[config.mk]
export PLATFORM = sky130hd
export DESIGN_NAME = fetch_redirect
export DESIGN_NICKNAME = d
export VERILOG_FILES = /design/src/rtl/fetch_redirect.sv
export SDC_FILE = /design/constraint.sdc
export NUM_CORES = 1
export LEC_CHECK = 0
export CELL_PAD_IN_SITES_DETAIL_PLACEMENT = 1
export CELL_PAD_IN_SITES_GLOBAL_PLACEMENT = 1
export CORE_UTILIZATION = 30
export CTS_BUF_LIST = sky130_fd_sc_hd__clkbuf_4 sky130_fd_sc_hd__clkbuf_8
export DETAILED_ROUTE_END_ITERATION = 12
export PLACE_DENSITY_LB_ADDON = 0.25
export SLEW_MARGIN = 0
export SYNTH_ARGS = -nofsm -noshare
export SYNTH_HDL_FRONTEND = slang
export SYNTH_SLANG_ARGS = --single-unit
[constraint.sdc]
create_clock -name clk -period 2.6 [get_ports clk]
set_clock_uncertainty 0.05 [all_clocks]
set_input_delay 0.26 -clock clk [delete_from_list [all_inputs] [get_ports clk]]
set_output_delay 0.26 -clock clk [all_outputs]
set_load 0.02 [all_outputs]
[src/rtl/fetch_redirect.sv]
// Fetch redirect sequencer: flushes the pipe, then hands a jump
// target (EIP and/or CS) to fetch and holds it until fetch takes it.
module fetch_redirect #(
  parameter int unsigned FLUSH_CYCLES = 2
) (
  input  logic        clk,
  input  logic        reset,
  input  logic        ex_valid,
  input  logic        jump_load_address,
  input  logic [31:0] jump_address,
  input  logic        jump_load_cs,
  input  logic [31:0] jump_cs,
  input  logic        fetch_ready,
  output logic        flush,
  output logic        stall_ex,
  output logic        fetch_load_eip,
  output logic [31:0] fetch_eip,
  output logic        fetch_load_cs,
  output logic [31:0] fetch_cs,
  output logic [15:0] redirect_count
);

  typedef enum logic [1:0] {
    IDLE  = 2'd0,
    FLUSH = 2'd1,
    ISSUE = 2'd2
  } state_t;

  localparam logic [3:0] CNT_INIT = 4'(FLUSH_CYCLES - 1);

  state_t     state;
  logic [3:0] cnt;
  logic       la_q;
  logic       lc_q;
  logic       req;

  assign req = ex_valid & (jump_load_address | jump_load_cs);

  // fetch_eip/fetch_cs double as the latched target registers
  always_ff @(posedge clk) begin
    if (reset) begin
      state          <= IDLE;
      cnt            <= '0;
      la_q           <= 1'b0;
      lc_q           <= 1'b0;
      flush          <= 1'b0;
      stall_ex       <= 1'b0;
      fetch_load_eip <= 1'b0;
      fetch_load_cs  <= 1'b0;
      fetch_eip      <= '0;
      fetch_cs       <= '0;
      redirect_count <= '0;
    end else begin
      unique case (state)
        IDLE: begin
          if (req) begin
            state     <= FLUSH;
            cnt       <= CNT_INIT;
            fetch_eip <= jump_address;
            fetch_cs  <= jump_cs;
            la_q      <= jump_load_address;
            lc_q      <= jump_load_cs;
            flush     <= 1'b1;
            stall_ex  <= 1'b1;
          end
        end
        FLUSH: begin
          if (cnt != 4'd0) begin
            cnt <= cnt - 4'd1;
          end else begin
            state          <= ISSUE;
            flush          <= 1'b0;
            fetch_load_eip <= la_q;
            fetch_load_cs  <= lc_q;
          end
        end
        ISSUE: begin
          if (fetch_ready) begin
            state          <= IDLE;
            stall_ex       <= 1'b0;
            fetch_load_eip <= 1'b0;
            fetch_load_cs  <= 1'b0;
            if (redirect_count != 16'hFFFF)
              redirect_count <= redirect_count + 16'd1;
          end
        end
        default: begin
          state          <= IDLE;
          flush          <= 1'b0;
          stall_ex       <= 1'b0;
          fetch_load_eip <= 1'b0;
          fetch_load_cs  <= 1'b0;
        end
      endcase
    end
  end

endmodule

==> results summary, run 1 <==
The run finished with clean final reports. Summing over every cut layer, the via total after detailed routing is around 3.5k. Clock tree synthesis found a total of slightly above 90 sinks.

The root buffer cell chosen for the clock tree is clkbuf_8. The worst voltage drop across the vdd grid is slightly below 0.5 mV. The core utilization of the finished layout is 0.4683. The min-delay analysis places its worst path in the category in -> reg. By count the netlist is led by nand2_1, dfxtp_1, a21oi_1. The sequential-to-total area share from yosys stat came out at 0.5270.

The worst-case clock buffer depth is 2. The clock buffer count from CTS came out at 9. Setup slack on the worst reg-to-reg path comes out at 0.51 ns. The final number of hold-violating endpoints came out at 0. The relative max-transition margin came out at 0.5863.

The iteration-0 DRC count of the detailed router came out at 108. The synthesized area per cell came out at between 8 and 9 sq um. The pin count of the biggest net entering global routing came out at 65. The pin slew with the least headroom to its limit came out at about 0.62 ns. The sum of overflow across all layers after global routing came out at 0.

The via count normalized by instance count came out at slightly below 5. The largest single stage delay on the critical path is 0.68 ns. The number of DRC violations after detailed routing is 0. The signal on the critical path passes through nand3b_4, or4_1, or4_1, a21oi_1. The sum of buffers and inverters on the critical path came out at 0. The clock slew seen by the registers of the worst setup and hold paths is around 0.09 ns. The number of gates resized after CTS is 0. The final wirelength came out at about 10 mm. The fraction of registers with async set or reset after synthesis is 0. The worst setup path category is reg -> reg. The final weighted congestion in routability-driven placement came out at 0.7232.

Across every metal layer, demand over resource in global routing totals 0.1795. STA classifies the critical path startpoint as a register. The final critical path time including I/O delays and setup is roughly 2.1 ns.

The tool flagged a number of max-cap violations equal to 0. The endpoint class of the critical path is a register. The tightest hold path in the finished design has a slack of roughly 0.35 ns. Buffers placed on the I/O ports in this run total 153. The number of antenna violations at the first check in global routing is 0. The growth of design area from synthesis to finish came out at 52.35%.

The worst-skew pair later-pin latency is 0.37 ns. The die height came out at 109.9 um. The initial core utilization came out at 0.3074.

The total power per unit cell area came out at between 500 and 600 nW/um^2. The share of cells above drive strength 1 is 0.04853. The final max-slew violation count was 0.

The top-level I/O count came out at roughly 150. The arrival time at the worst endpoint is between 2 and 2.5 ns. The share of synthesized area in the top cell type comes to 0.5270. The HPWL after detailed placement is ~7.3 mm. The count of flip-flops with a built-in enable after synthesis came out at 0. The chip width is about 110 um. The number of filler cells placed in the layout is ~1.3k. The number of global-route vias before repair came out at between 3k and 4k. The top fanout value on the critical path is 10.

The achievable frequency is 478.0 MHz. Ranked by total cell area, the synthesized netlist is headed by dfxtp_1, nand2_1, a21oi_1. During synthesis, Yosys emitted a total of 0 warnings.

The count of unique library cells instantiated by Yosys came out at 35. The number of nets produced by synthesis came out at 506. The cell area after synthesis came out at 3495 sq um. Among all cell types in the netlist, the one instantiated most often is nand2_1. The area of the die came out at around 12000 sq um. The setup slack after placement is roughly 0.19 ns.

The slowest stage of the critical path belongs to the cell or4_1. The leakage power total came out at approximately 1.8 nW. Setup violations remaining at the end of the flow were counted as 0. For the worst setup path, the data required time is approximately 2.9 ns. On the critical path the largest part of the delay comes from simple AND/OR/NAND/NOR gates. The number of diodes added for antenna fixing is 0. Counting stages on the worst path, the most repeated cell is or4_1. The core region is approximately 11000 sq um.

TritonCTS built the clock tree. The share of the clock period used by the worst path came out at 0.8047. The post-layout net count is roughly 650. Setup repair after global routing left no endpoint under its margin. The first detailed-routing pass took 4 iterations.

The synthesized design contains between 90 and 100 register bits. The cell type with the highest aggregate area in the netlist is dfxtp_1. In this run the post-CTS setup repair buffer count came out at 0.

Across all setup checks in the final design, the least slack found is between 0.5 and 0.6 ns. The total negative slack came out at 0 ns. The site row count came out at 39. The count of antenna-violating nets left after detailed routing came out at 0. In this run, post-CTS hold repair placed 0 buffers. The average wire length per cell after detail routing came out at roughly 15 um. Synthesis produced a netlist whose cell count is roughly 430.

The first global-routing pass estimated 16.68 mm of wire. The predominant post-synthesis flop cell is dfxtp_1. The total number of H-tree levels is 3.
==> area by class of cell <==
| type | count | area, sq um | share of cell area |
|---|---|---|---|
| inverter | 6 | 22.52 | 0.004230 |
| timing repair buffer | 159 | 1597 | 0.2999 |
| multi-input combinational | 305 | 1518 | 0.2851 |
| sequential | 92 | 1842 | 0.3459 |
| clock inverter | 2 | 12.51 | 0.002350 |
| tap | 143 | 178.9 | 0.03361 |
| clock buffer | 13 | 153.9 | 0.02891 |
==> layout by cell type (no fill, tap or decap), types with 6 or more instances in the layout <==
cell / Yosys / final
a21oi_1: 85 / 85
inv_1: 6 / 6
nor3_1: 6 / 6
clkbuf_8: 0 / 9
o21ai_0: 8 / 8
or4_1: 9 / 9
o31ai_1: 7 / 7
dfxtp_1: 92 / 92
nand3_1: 7 / 7
nand2_1: 140 / 140
clkdlybuf4s50_1: 0 / 152
==> routing by layer <==
| layer | GRT usage | wire, um | part of all wire | up-vias |
|---|---|---|---|---|
| met4 | 0.06857 | 151 | 0.014 | 0 |
| met1 | 0.1972 | 4373 | 0.42 | 1655 |
| met5 | 0 | 0 | 0 | - |
| li1 | - | - | - | 1744 |
| met2 | 0.3080 | 5123 | 0.49 | 94 |
| met3 | 0.07291 | 830 | 0.079 | 11 |
==> cells by family (layout without fill, tap and decap cells) <==
| family | after synthesis | after routing | share of synthesized area |
|---|---|---|---|
| AND/OR/NAND/NOR | 188 | 188 | 0.2392 |
| AO/OA/AOI/OAI | 111 | 111 | 0.1751 |
| flip-flops | 92 | 92 | 0.5270 |
| buffers and inverters | 36 | 180 | 0.04046 |
| adder cells (fa/ha/maj) | 3 | 3 | 0.01074 |
| XOR/XNOR | 3 | 3 | 0.007520 |
==> stage by stage <==
stage	total power, W	cell area, sq um	cells
finish	0.002982	5324	720
floorplan	0.001843	3495	433
detailed placement	0.002162	5157	705
global placement	0.002144	5157	705
CTS	0.003041	5324	720
global route	0.003147	5324	720
==> state kept, by name, summed over array words and instances (netlist names), 2 cells and up <==
name and count:
state 2, fetch_cs 32, redirect_count 16, fetch_eip 32
cnt 4
==> where the power goes <==
group | internal, W | switching [W]
Clock | 0.000385 | 0.000478
Sequential | 0.00149 | 0.0000458
Combinational | 0.000286 | 0.000300
==> worst paths after layout <==
check / startpoint / end / cells past startpoint
max: state[1] / redirect_count[9] / 4
min: reset / redirect_count[8] / 2
max reg2reg: state[1] / redirect_count[9] / 4
min reg2reg: fetch_cs[3] / fetch_cs[3] / 2
(Power assumes the default switching activity.)
==> inputs of run 2 (changes only) <==
--- a/config.mk
+++ b/config.mk
@@ -7,7 +7,7 @@
 export LEC_CHECK = 0
 export CELL_PAD_IN_SITES_DETAIL_PLACEMENT = 1
 export CELL_PAD_IN_SITES_GLOBAL_PLACEMENT = 1
-export CORE_UTILIZATION = 30
+export CORE_UTILIZATION = 27
 export CTS_BUF_LIST = sky130_fd_sc_hd__clkbuf_4 sky130_fd_sc_hd__clkbuf_8
 export DETAILED_ROUTE_END_ITERATION = 12
 export PLACE_DENSITY_LB_ADDON = 0.25
==> constraint.sdc (replaced) <==
create_clock -name clk -period 1.7 [get_ports clk]
set_clock_uncertainty 0.05 [all_clocks]
set_input_delay 0.17 -clock clk [delete_from_list [all_inputs] [get_ports clk]]
set_output_delay 0.17 -clock clk [all_outputs]
set_load 0.02 [all_outputs]
==> results summary, run 2 (synthesized netlist as in run 1, its figures left out) <==
The run finished, with violations left. The checks that failed: negative setup slack. The detailed-routing iteration count for the pre-antenna-repair pass came out at 4 (unchanged). The setup slack after placement came to -0.3420 ns (-0.5357 ns). The post-layout net count is 670 (+3.7%). Leaving out fill and tap cells, the most frequent cells in the layout are clkdlybuf4s50_1, nand2_1, a21oi_1. The top-level I/O count came out at 154 (unchanged).

The number of DRC violations after detailed routing is 0 (unchanged). The clock buffer count from CTS came out at 9 (unchanged). The share of the clock period used by the worst path is 1.012 (+0.2072). The via count normalized by instance count came to 4.630 (-4.9%).

The sum of overflow across all layers after global routing came to 0 (unchanged). The final max-slew violation count came out at 0 (unchanged). The global-route usage over all layers was 0.1689 (-0.01062).

The path class of the tightest hold or removal check is in -> reg. The minimum setup slack in the final design came out at -0.02012 ns (-0.5280 ns). In the final layout, the registers with the most flip-flops are fetch_cs: 32 flops, fetch_eip: 32 flops, redirect_count: 16 flops. The initial core utilization came out at 0.2769 (-0.03044). The clock slew seen by the registers of the worst setup and hold paths is 0.09 ns (about the same).

The port buffer count came out at 153 (unchanged). The number of antenna violations at the first check in global routing is 0 (unchanged). The number of max-capacitance violations reported is 0 (unchanged). The type of element launching the critical path is a register. The achievable frequency came out at 581.4 MHz (+22%). The total negative slack was -0.02270 ns (-0.02270 ns). The wire length of the first global-routing pass is 17.57 mm (+5.4%). The number of global-route vias before repair came out at 3657 (+1.6%).

The area of the die was 13400 sq um (+11%). The site row count is 41 (+5.1%). The die height came to 115.8 um (+5.3%). The final wirelength came out at 11.27 mm (+7.6%). The top fanout value on the critical path is 5 (-5). The arrival time at the worst endpoint came out at 1.93 ns (-0.41 ns). The post-route worst hold slack came out at 0.2137 ns (-0.1395 ns). The number of diodes added for antenna fixing is 0 (unchanged). The final critical path time including I/O delays and setup is 1.720 ns (-0.3720 ns). The average wire length per cell after detail routing came to 14.56 um (about the same). Setup repair after global routing could not meet its margin everywhere. The final number of hold-violating endpoints came out at 0 (unchanged). The count of antenna-violating nets left after detailed routing came out at 0 (unchanged). The pin count of the biggest net entering global routing is 55 (-15%). The total number of H-tree levels is 3 (unchanged). For this design, the slowest cell found on the critical path is or4_4. The area growth from synthesis to layout is 65.09%.

The worst-skew pair later-pin latency is 0.37 ns (about the same). Traced cell by cell, the critical path runs through nand3b_4, or4_4, buf_4, o31ai_1, a21oi_2. The worst-case clock buffer depth is 2 (unchanged). The total power per unit cell area came out at 883.6 nW/um^2 (+58%). The relative max-transition margin came out at 0.6559 (+0.06965). The worst setup path is captured at a register. TritonCTS built the clock tree. The final weighted congestion in routability-driven placement came out at 0.6827 (-5.6%). The leakage power total was 2.081 nW (+13%). The commonest non-fill, non-tap cell in the layout is clkdlybuf4s50_1. The pin slew with the least headroom to its limit came to 0.5161 ns (-0.1045 ns). The total via count in the routed design was 3584 (+2.3%). The worst endpoint required time was 1.91 ns (-0.94 ns). The placed wire-length estimate is 8.025 mm (+9.4%).

The library cell used as clock root buffer is clkbuf_8. The iteration-0 DRC count of the detailed router was 121 (+12%). The number of filler cells placed in the layout is 1516 (+12%).

The worst setup path category is reg -> reg. The number of clock sinks came out at 92 (unchanged). The core utilization of the finished layout is 0.4572 (-0.01108). The sum of buffers and inverters on the critical path came to 1 (+1). The setup violation total in the final timing report is 3 (+3). The core region area was 12620 sq um (+11%). The chip width came out at 115.8 um (+5.3%).

The share of cells above drive strength 1 is 0.1379 (+0.08935). The sum of internal, switching and leakage power is 0.005098 W (+71%). Among cell families on the critical path, the largest total delay comes from simple AND/OR/NAND/NOR gates. The delay of the slowest cell on the worst path was 0.55 ns (-0.13 ns). The worst voltage drop across the vdd grid came to 0.4217 mV (-13%).
## run 2: cell types whose count changed in the layout (fill, tap and decap cells not counted), moves of 4 or more
cell,before,now
clkdlybuf4s50_1,152,148
dfxtp_4,0,6
a21oi_1,85,81
dfxtp_2,0,9
dfxtp_1,92,77
a21oi_2,0,4
buf_4,4,24
## run 2: worst paths after layout
path	endpoint	start	cells past startpoint	slack, ns
worst max-delay path	redirect_count[9]	state[0]	5	-0.02
worst min register to register	fetch_eip[2]	fetch_eip[2]	2	0.41
worst max register to register	redirect_count[9]	state[0]	5	-0.02
worst min-delay path	redirect_count[7]	reset	2	0.21
## run 2: metrics by stage
| step | instances | instance area, sq um |
|---|---|---|
| floorplan | 433 | 3530 |
| global route | 774 | 5769 |
| CTS | 772 | 5655 |
| finish | 774 | 5769 |
| detailed placement | 756 | 5401 |
| global placement | 756 | 5401 |
## run 2: power breakdown
group	switching, W	internal, W	leakage, nW
registers	0.0000622	0.00227	0.760
logic	0.000483	0.000486	1.20
clock network	0.000770	0.00103	0.121
total	0.00132	0.00378	2.08
## run 2: final cells by class
cell class / instances / area (sq um) / area share
flip-flops and latches: 92 / 1876 / 0.3251
repair buffers: 183 / 1812 / 0.3140
multi-input cells: 305 / 1600 / 0.2774
well taps: 172 / 215.2 / 0.03730
clock buffers: 12 / 146.4 / 0.02537
clock inverters: 4 / 97.59 / 0.01692
inverters: 6 / 22.52 / 0.003904
## run 2: timing repair
action                     4_1_cts  5_1_grt
pin swaps                        3        5
setup endpoints to repair        9       41
hold buffers                     0        0
gates resized for setup          6       29
buffers inserted                 0        2
## run 2: worst register-to-register path, stage by stage (launching register included)
cell	delay [ns]
dfxtp_2	0.33
nand3b_4	0.15
or4_4	0.55
buf_4	0.18
o31ai_1	0.26
a21oi_2	0.09
## run 2: routing by layer
| metal | wire [um] | vias to the layer above | global-route usage | part of all wire |
|---|---|---|---|---|
| li1 | - | 1795 | - | - |
| met1 | 4668 | 1680 | 0.1980 | 0.41 |
| met2 | 5611 | 95 | 0.2849 | 0.50 |
| met3 | 794 | 14 | 0.05230 | 0.070 |
| met4 | 198 | 0 | 0.07179 | 0.018 |
| met5 | 0 | - | 0 | 0 |
==> inputs of run 3 (changes only) <==
--- a/config.mk
+++ b/config.mk
@@ -11,7 +11,6 @@
 export CTS_BUF_LIST = sky130_fd_sc_hd__clkbuf_4 sky130_fd_sc_hd__clkbuf_8
 export DETAILED_ROUTE_END_ITERATION = 12
 export PLACE_DENSITY_LB_ADDON = 0.25
-export SLEW_MARGIN = 0
 export SYNTH_ARGS = -nofsm -noshare
 export SYNTH_HDL_FRONTEND = slang
 export SYNTH_SLANG_ARGS = --single-unit
==> results of run 3 <==
Final layout, timing and power as in run 2 (identical DEF).
